[src/rtl/retry_scheduler.sv]
// retry_scheduler: holds watchdog retry requests for an exponential backoff, then
// round-robin arbitrates expired channels onto a single valid/ready reissue port.
// Ports:
//   clk, rst       clock; asynchronous active-high reset
//   retry_req      per-channel retry pulse; retry_cnt is sampled with it
//   retry_cnt      flattened per-channel retry counts, RETRY_CNT_W bits each
//   abort          per-channel cancel of a retry not yet presented downstream
//   reissue_valid  reissue command valid, held until accepted
//   reissue_ready  downstream accepts the command
//   reissue_ch     channel being reissued
//   pending_mask   channel is in BACKOFF, READY or GRANTED
//   dup_cnt        saturating count of cycles with ignored duplicate requests
module retry_scheduler #(
   parameter int NUM_CH            = 8,
   parameter int RETRY_CNT_W       = 2,
   parameter int BACKOFF_BASE      = 16,
   parameter int BACKOFF_SHIFT_MAX = 3
) (
   input  logic                          clk,
   input  logic                          rst,
   input  logic [NUM_CH-1:0]             retry_req,
   input  logic [NUM_CH*RETRY_CNT_W-1:0] retry_cnt,
   input  logic [NUM_CH-1:0]             abort,
   output logic                          reissue_valid,
   input  logic                          reissue_ready,
   output logic [$clog2(NUM_CH)-1:0]     reissue_ch,
   output logic [NUM_CH-1:0]             pending_mask,
   output logic [7:0]                    dup_cnt
);
   localparam int CHW  = $clog2(NUM_CH);
   localparam int CNTW = $clog2((BACKOFF_BASE << BACKOFF_SHIFT_MAX) + 1);
   typedef enum logic [1:0] {IDLE, BACKOFF, READY, GRANTED} state_t;
   state_t            state_q [NUM_CH];
   state_t            state_n [NUM_CH];
   logic [CNTW-1:0]   cnt_q [NUM_CH];
   logic [CNTW-1:0]   cnt_n [NUM_CH];
   logic              valid_n, accept, any_dup, found;
   logic [CHW-1:0]    ch_n, ptr_q, ptr_n, win;
   logic [7:0]        dup_n;
   logic [NUM_CH-1:0] pending_n;
   int                j;
   // The counter is loaded with D-1 so the channel reads READY exactly D cycles
   // after the request cycle; D==1 skips BACKOFF entirely.
   function automatic logic [CNTW-1:0] backoff_m1(input logic [RETRY_CNT_W-1:0] c);
      int s;
      s = (int'(c) > BACKOFF_SHIFT_MAX) ? BACKOFF_SHIFT_MAX : int'(c);
      return CNTW'((BACKOFF_BASE << s) - 1);
   endfunction
   always_comb begin
      accept  = reissue_valid && reissue_ready;
      found   = 1'b0;
      win     = '0;
      j       = 0;
      for (int k = 0; k < NUM_CH; k++) begin
         j = int'(ptr_q) + k;
         if (j >= NUM_CH) j = j - NUM_CH;
         if (!found && state_q[CHW'(j)] == READY) begin
            found = 1'b1;
            win   = CHW'(j);
         end
      end
      valid_n = reissue_valid;
      ch_n    = reissue_ch;
      ptr_n   = ptr_q;
      any_dup = 1'b0;
      if (accept) begin
         valid_n = 1'b0;
         ptr_n   = (reissue_ch == CHW'(NUM_CH - 1)) ? '0 : reissue_ch + 1'b1;
      end else if (!reissue_valid && found) begin
         valid_n = 1'b1;
         ch_n    = win;
      end
      for (int i = 0; i < NUM_CH; i++) begin
         state_n[i] = state_q[i];
         cnt_n[i]   = cnt_q[i];
         case (state_q[i])
            IDLE:
               if (retry_req[i] && !abort[i]) begin
                  cnt_n[i]   = backoff_m1(retry_cnt[i*RETRY_CNT_W +: RETRY_CNT_W]);
                  state_n[i] = (cnt_n[i] == '0) ? READY : BACKOFF;
               end
            BACKOFF:
               if (abort[i]) begin
                  state_n[i] = IDLE;
                  cnt_n[i]   = '0;
               end else if (cnt_q[i] <= CNTW'(1)) begin
                  state_n[i] = READY;
                  cnt_n[i]   = '0;
               end else begin
                  cnt_n[i] = cnt_q[i] - 1'b1;
               end
            READY:
               if (abort[i]) state_n[i] = IDLE;
               else if (!reissue_valid && found && win == CHW'(i)) state_n[i] = GRANTED;
            GRANTED:
               // A retry arriving on the accepting edge starts a fresh backoff.
               if (accept) begin
                  if (retry_req[i]) begin
                     cnt_n[i]   = backoff_m1(retry_cnt[i*RETRY_CNT_W +: RETRY_CNT_W]);
                     state_n[i] = (cnt_n[i] == '0) ? READY : BACKOFF;
                  end else begin
                     state_n[i] = IDLE;
                  end
               end
         endcase
         if (retry_req[i] && !abort[i] && state_q[i] != IDLE && !(state_q[i] == GRANTED && accept))
            any_dup = 1'b1;
         pending_n[i] = (state_n[i] != IDLE);
      end
      dup_n = (any_dup && dup_cnt != 8'hFF) ? dup_cnt + 1'b1 : dup_cnt;
   end
   always_ff @(posedge clk or posedge rst) begin
      if (rst) begin
         for (int i = 0; i < NUM_CH; i++) begin
            state_q[i] <= IDLE;
            cnt_q[i]   <= '0;
         end
         reissue_valid <= 1'b0;
         reissue_ch    <= '0;
         ptr_q         <= '0;
         dup_cnt       <= '0;
         pending_mask  <= '0;
      end else begin
         for (int i = 0; i < NUM_CH; i++) begin
            state_q[i] <= state_n[i];
            cnt_q[i]   <= cnt_n[i];
         end
         reissue_valid <= valid_n;
         reissue_ch    <= ch_n;
         ptr_q         <= ptr_n;
         dup_cnt       <= dup_n;
         pending_mask  <= pending_n;
      end
   end
endmodule
[config.mk]
export PLATFORM = sky130hd
export DESIGN_NAME = retry_scheduler
export DESIGN_NICKNAME = d
export VERILOG_FILES = /design/src/rtl/retry_scheduler.sv
export SDC_FILE = /design/constraint.sdc
export NUM_CORES = 1
export LEC_CHECK = 0
export CAP_MARGIN = 25
export CORE_MARGIN = 1
export CORE_UTILIZATION = 56
export DETAILED_ROUTE_END_ITERATION = 6
export PLACE_DENSITY = 0.77
export SLEW_MARGIN = 0
export SYNTH_ARGS = -nofsm -noshare
export SYNTH_HDL_FRONTEND = slang
export SYNTH_SLANG_ARGS = --single-unit
[constraint.sdc]
create_clock -name clk -period 4.8 [get_ports clk]
set_input_delay 0.96 -clock clk [delete_from_list [all_inputs] [get_ports clk]]
set_output_delay 0.96 -clock clk [all_outputs]
set_load 0.005 [all_outputs]
==> metrics.md <==
| Metric | Value |
|---|---|
| Slew Viols, Final | 0 |
| Core footprint | 12,100 um2 |
| Worst-skew pair later-pin latency | 0.36 ns |
| Pin count of the biggest net entering global routing | 72 |
| GP Congestion | 0.909 |
| GR peak layer | met2 |
| Fraction of registers with async set/reset | 1.00 |
| Starting Density | 0.578 |
| Net Count, Synth | 874 |
| Vias | 6,321 |
| Minimum clock period | 4.02 ns |
| Met2 usage | 0.489 |
| Clock transition at path regs | 0.07 ns |
| 1st-pass router iterations | 5 |
| Distinct cells, synth | 80 |
| CP Launch Type | flip-flop |
| Post-DP Area | 7590 um2 |
| RR Startpoint | ptr_q[0]$_DFFE_PP0P_ |
| Min Hold Slack | 0.493 ns |
| Sequential cell fraction of total power | 0.419 |
| Clock root cell | clkbuf_16 |
| CTS Buf Count | 9 |
| Vias in the first global route | 5,971 |
| Avg Cell Area, Syn | 8.52 um2 |
| Initial antenna violation count | 0 |
| Final hold vios | 0 |
| Post-Synth Adder-Cell Area | 0.0377 |
| Layout cells sized above 1 | 0.0745 |
| Clock sink count | 103 |
| Post-Route Skew | 0.00991 ns |
| FF+latch area | 2580 um2 |
| Synth top area share | 0.370 |
| Total chip power | 3.19 mW |
| Worst EP required | 5.01 ns |
| Main combinational cell family by area after synthesis | simple AND/OR/NAND/NOR gates |
| Wirelength, routed | 17,200 um |
| Antenna-violating nets left | 0 |
| Gr ovfl total | 0 |
| FF-to-FF setup slack | 0.78 ns |
| Port Buffers | 54 |
| Post-synth top area cell | dfrtp_1 |
| Post-DP HPWL | 12,700 um |
| Tightest Hold Check Type | reg -> reg |
| Dominant cells by area after synthesis | dfrtp_1, nor2_1, a21oi_1 |
| Leakage power total | 3.24 nW |
| Final Instance Area | 7870 um2 |
| Die W | 114 um |
| Routing usage on met3 | 0.0590 |
| CP startpoint | ptr_q[0]$_DFFE_PP0P_ |
| Main synth FF type | dfrtp_1 |
| Post-synthesis mux area share | 0.0533 |
| FP Rows | 40 |
| Worst setup EP type | flip-flop |
| Mapped cell area | 6970 um2 |
| Die Y | 114 um |
| First-pass GRT wire length | 28,200 um |
| Max_cap viols | 0 |
| Synthesized flop and latch total | 103 |
| Clock Path Buffers | 2 |
| Switch Pwr | 1.23 mW |
| Pint | 1.97 mW |
| Sum Neg Setup Slack | 0 ns |
| # diodes | 0 |
| VDD IR-drop max | 0.344 mV |
| Hold buffer count at cts | 0 |
| Synth Instances | 818 |
| Number of nets in the layout | 910 |
| WS Path Type | reg -> reg |
| Die Area | 12,900 um2 |
| Sw Share | 0.384 |
| Comb pwr share | 0.364 |
| Worst Max-Slew Pin Slew | 0.890 ns |
| FILL cells | 1,033 |
| All-Layer GR Usage | 0.275 |
| Layout area overhead | 12.9% |
| Synth Area in Compound Gates | 0.237 |
| Top-count cell post-synth | nor2_1 |
| CTS resizes | 0 |
| XOR/XNOR Fraction of Synth Area | 0.0138 |
| F_max | 249 MHz |
| Post-synthesis sequential area ratio | 0.370 |
| CTS H-tree depth | 3 |
| Post-Synth Simple-Gate Area | 0.248 |
| Synth Warn # | 0 |
| DRT iter0 DRCs | 436 |
| Critical path peak fanout | 19 |
| RSZ-0062 raised after global routing | no |
| EDFF count, synth | 0 |
| Setup Buffers After CTS | 0 |
| DRC | 0 |
| CP arrival | 4.24 ns |
| Final period util | 0.838 |
| Multi-input logic area | 4110 um2 |
| Pwr dens | 406 nW/um2 |
| Power share of the clock group | 0.217 |
| Vias per cell | 6.15 |
| Commonest cells in the netlist | nor2_1, dfrtp_1, a21oi_1 |
| Max-slew headroom | 0.407 |
| # IOs | 55 |
| Min-delay src | cnt_q[39]$_DFFE_PP0P_ |
| CTS tree | built |
| Status | complete, no violations |
| Met1 Usage GRT | 0.338 |
| Setup violators final | 0 |
| WL/cell | 16.8 um |
==> layer usage <==
| metal | up-vias | routed length, um | share of wire |
|---|---|---|---|
| met2 | 181 | 8560 | 0.50 |
| met5 | - | 0 | 0 |
| li1 | 3046 | - | - |
| met3 | 20 | 756 | 0.044 |
| met4 | 0 | 263 | 0.015 |
| met1 | 3074 | 7670 | 0.44 |
==> layout make-up <==
class                      count  share of cell area
sequential                   103               0.328
multi-input combinational    650               0.522
clock inverter                 6             0.00588
clock buffer                  10              0.0291
inverter                      31              0.0151
timing repair buffer          59              0.0735
tap                          168              0.0267
==> cells in the final DEF, fill, tap and decap left out, types with 9 or more instances in the layout <==
cell	Yosys	layout
or3_1	16	16
o22a_1	20	20
a22o_1	13	13
clkdlybuf4s50_1	0	54
nand2_1	58	58
inv_1	29	28
or2_2	10	10
nor2b_1	11	11
clkbuf_16	0	9
nand2b_1	22	22
nor3_1	19	19
dfrtp_1	103	103
a21oi_1	79	79
o21ai_0	68	68
a22oi_1	9	9
nand3_1	9	9
nor2_1	130	130
ha_1	21	21
==> worst paths after layout <==
check	depth (start not counted)	endpoint
setup / recovery	9	state_q[14]$_DFF_PP0_
hold / removal	1	cnt_q[39]$_DFFE_PP0P_
setup reg to reg	9	state_q[14]$_DFF_PP0_
hold reg to reg	1	cnt_q[39]$_DFFE_PP0P_
max in group asynchronous	3	cnt_q[19]$_DFFE_PP0P_
min in group asynchronous	2	cnt_q[49]$_DFFE_PP0P_
==> sequential cells by signal (all words and copies together), names as in the netlist <==
name	flops
ptr_q	3
state_q	16
reissue_ch	3
cnt_q	64
reissue_valid	1
dup_cnt	8
pending_mask	8
==> logic make-up (layout without fill, tap and decap cells) <==
| group | after synthesis | after routing |
|---|---|---|
| XOR/XNOR | 11 | 11 |
| multiplexers | 25 | 25 |
| adder cells (fa/ha/maj) | 21 | 21 |
| AO/OA/AOI/OAI | 254 | 254 |
| buffers and inverters | 65 | 106 |
| AND/OR/NAND/NOR | 339 | 339 |
| flip-flops | 103 | 103 |
==> through the flow <==
stage,util,std cells,setup WS (ns)
6_report,0.652,1027,0.779
5_1_grt,0.652,1027,0.599
4_1_cts,0.652,1027,0.860
3_5_place_dp,0.630,1011,0.868
3_3_place_gp,0.630,1011,1.02
2_1_floorplan,-,818,1.14
==> power by group through the flow <==
stage / registers (mW) / logic, mW / clock network, mW
2_1_floorplan: 1.25 / 0.882 / 0
3_3_place_gp: 1.33 / 1.11 / 0
3_5_place_dp: 1.35 / 1.15 / 0
4_1_cts: 1.33 / 1.16 / 0.715
5_1_grt: 1.37 / 1.28 / 0.749
6_report: 1.34 / 1.16 / 0.694
==> worst max-delay path: stages, from the launching register on <==
cell and delay, ns:
dfrtp_1 0.81, inv_2 0.20, ha_1 0.51, and4b_1 0.28
or4_4 0.57, mux2i_2 0.29, a211oi_1 0.12, o211a_1 0.26
o32ai_1 0.65, o41ai_1 0.17
Power figures use the tool's default switching activity.
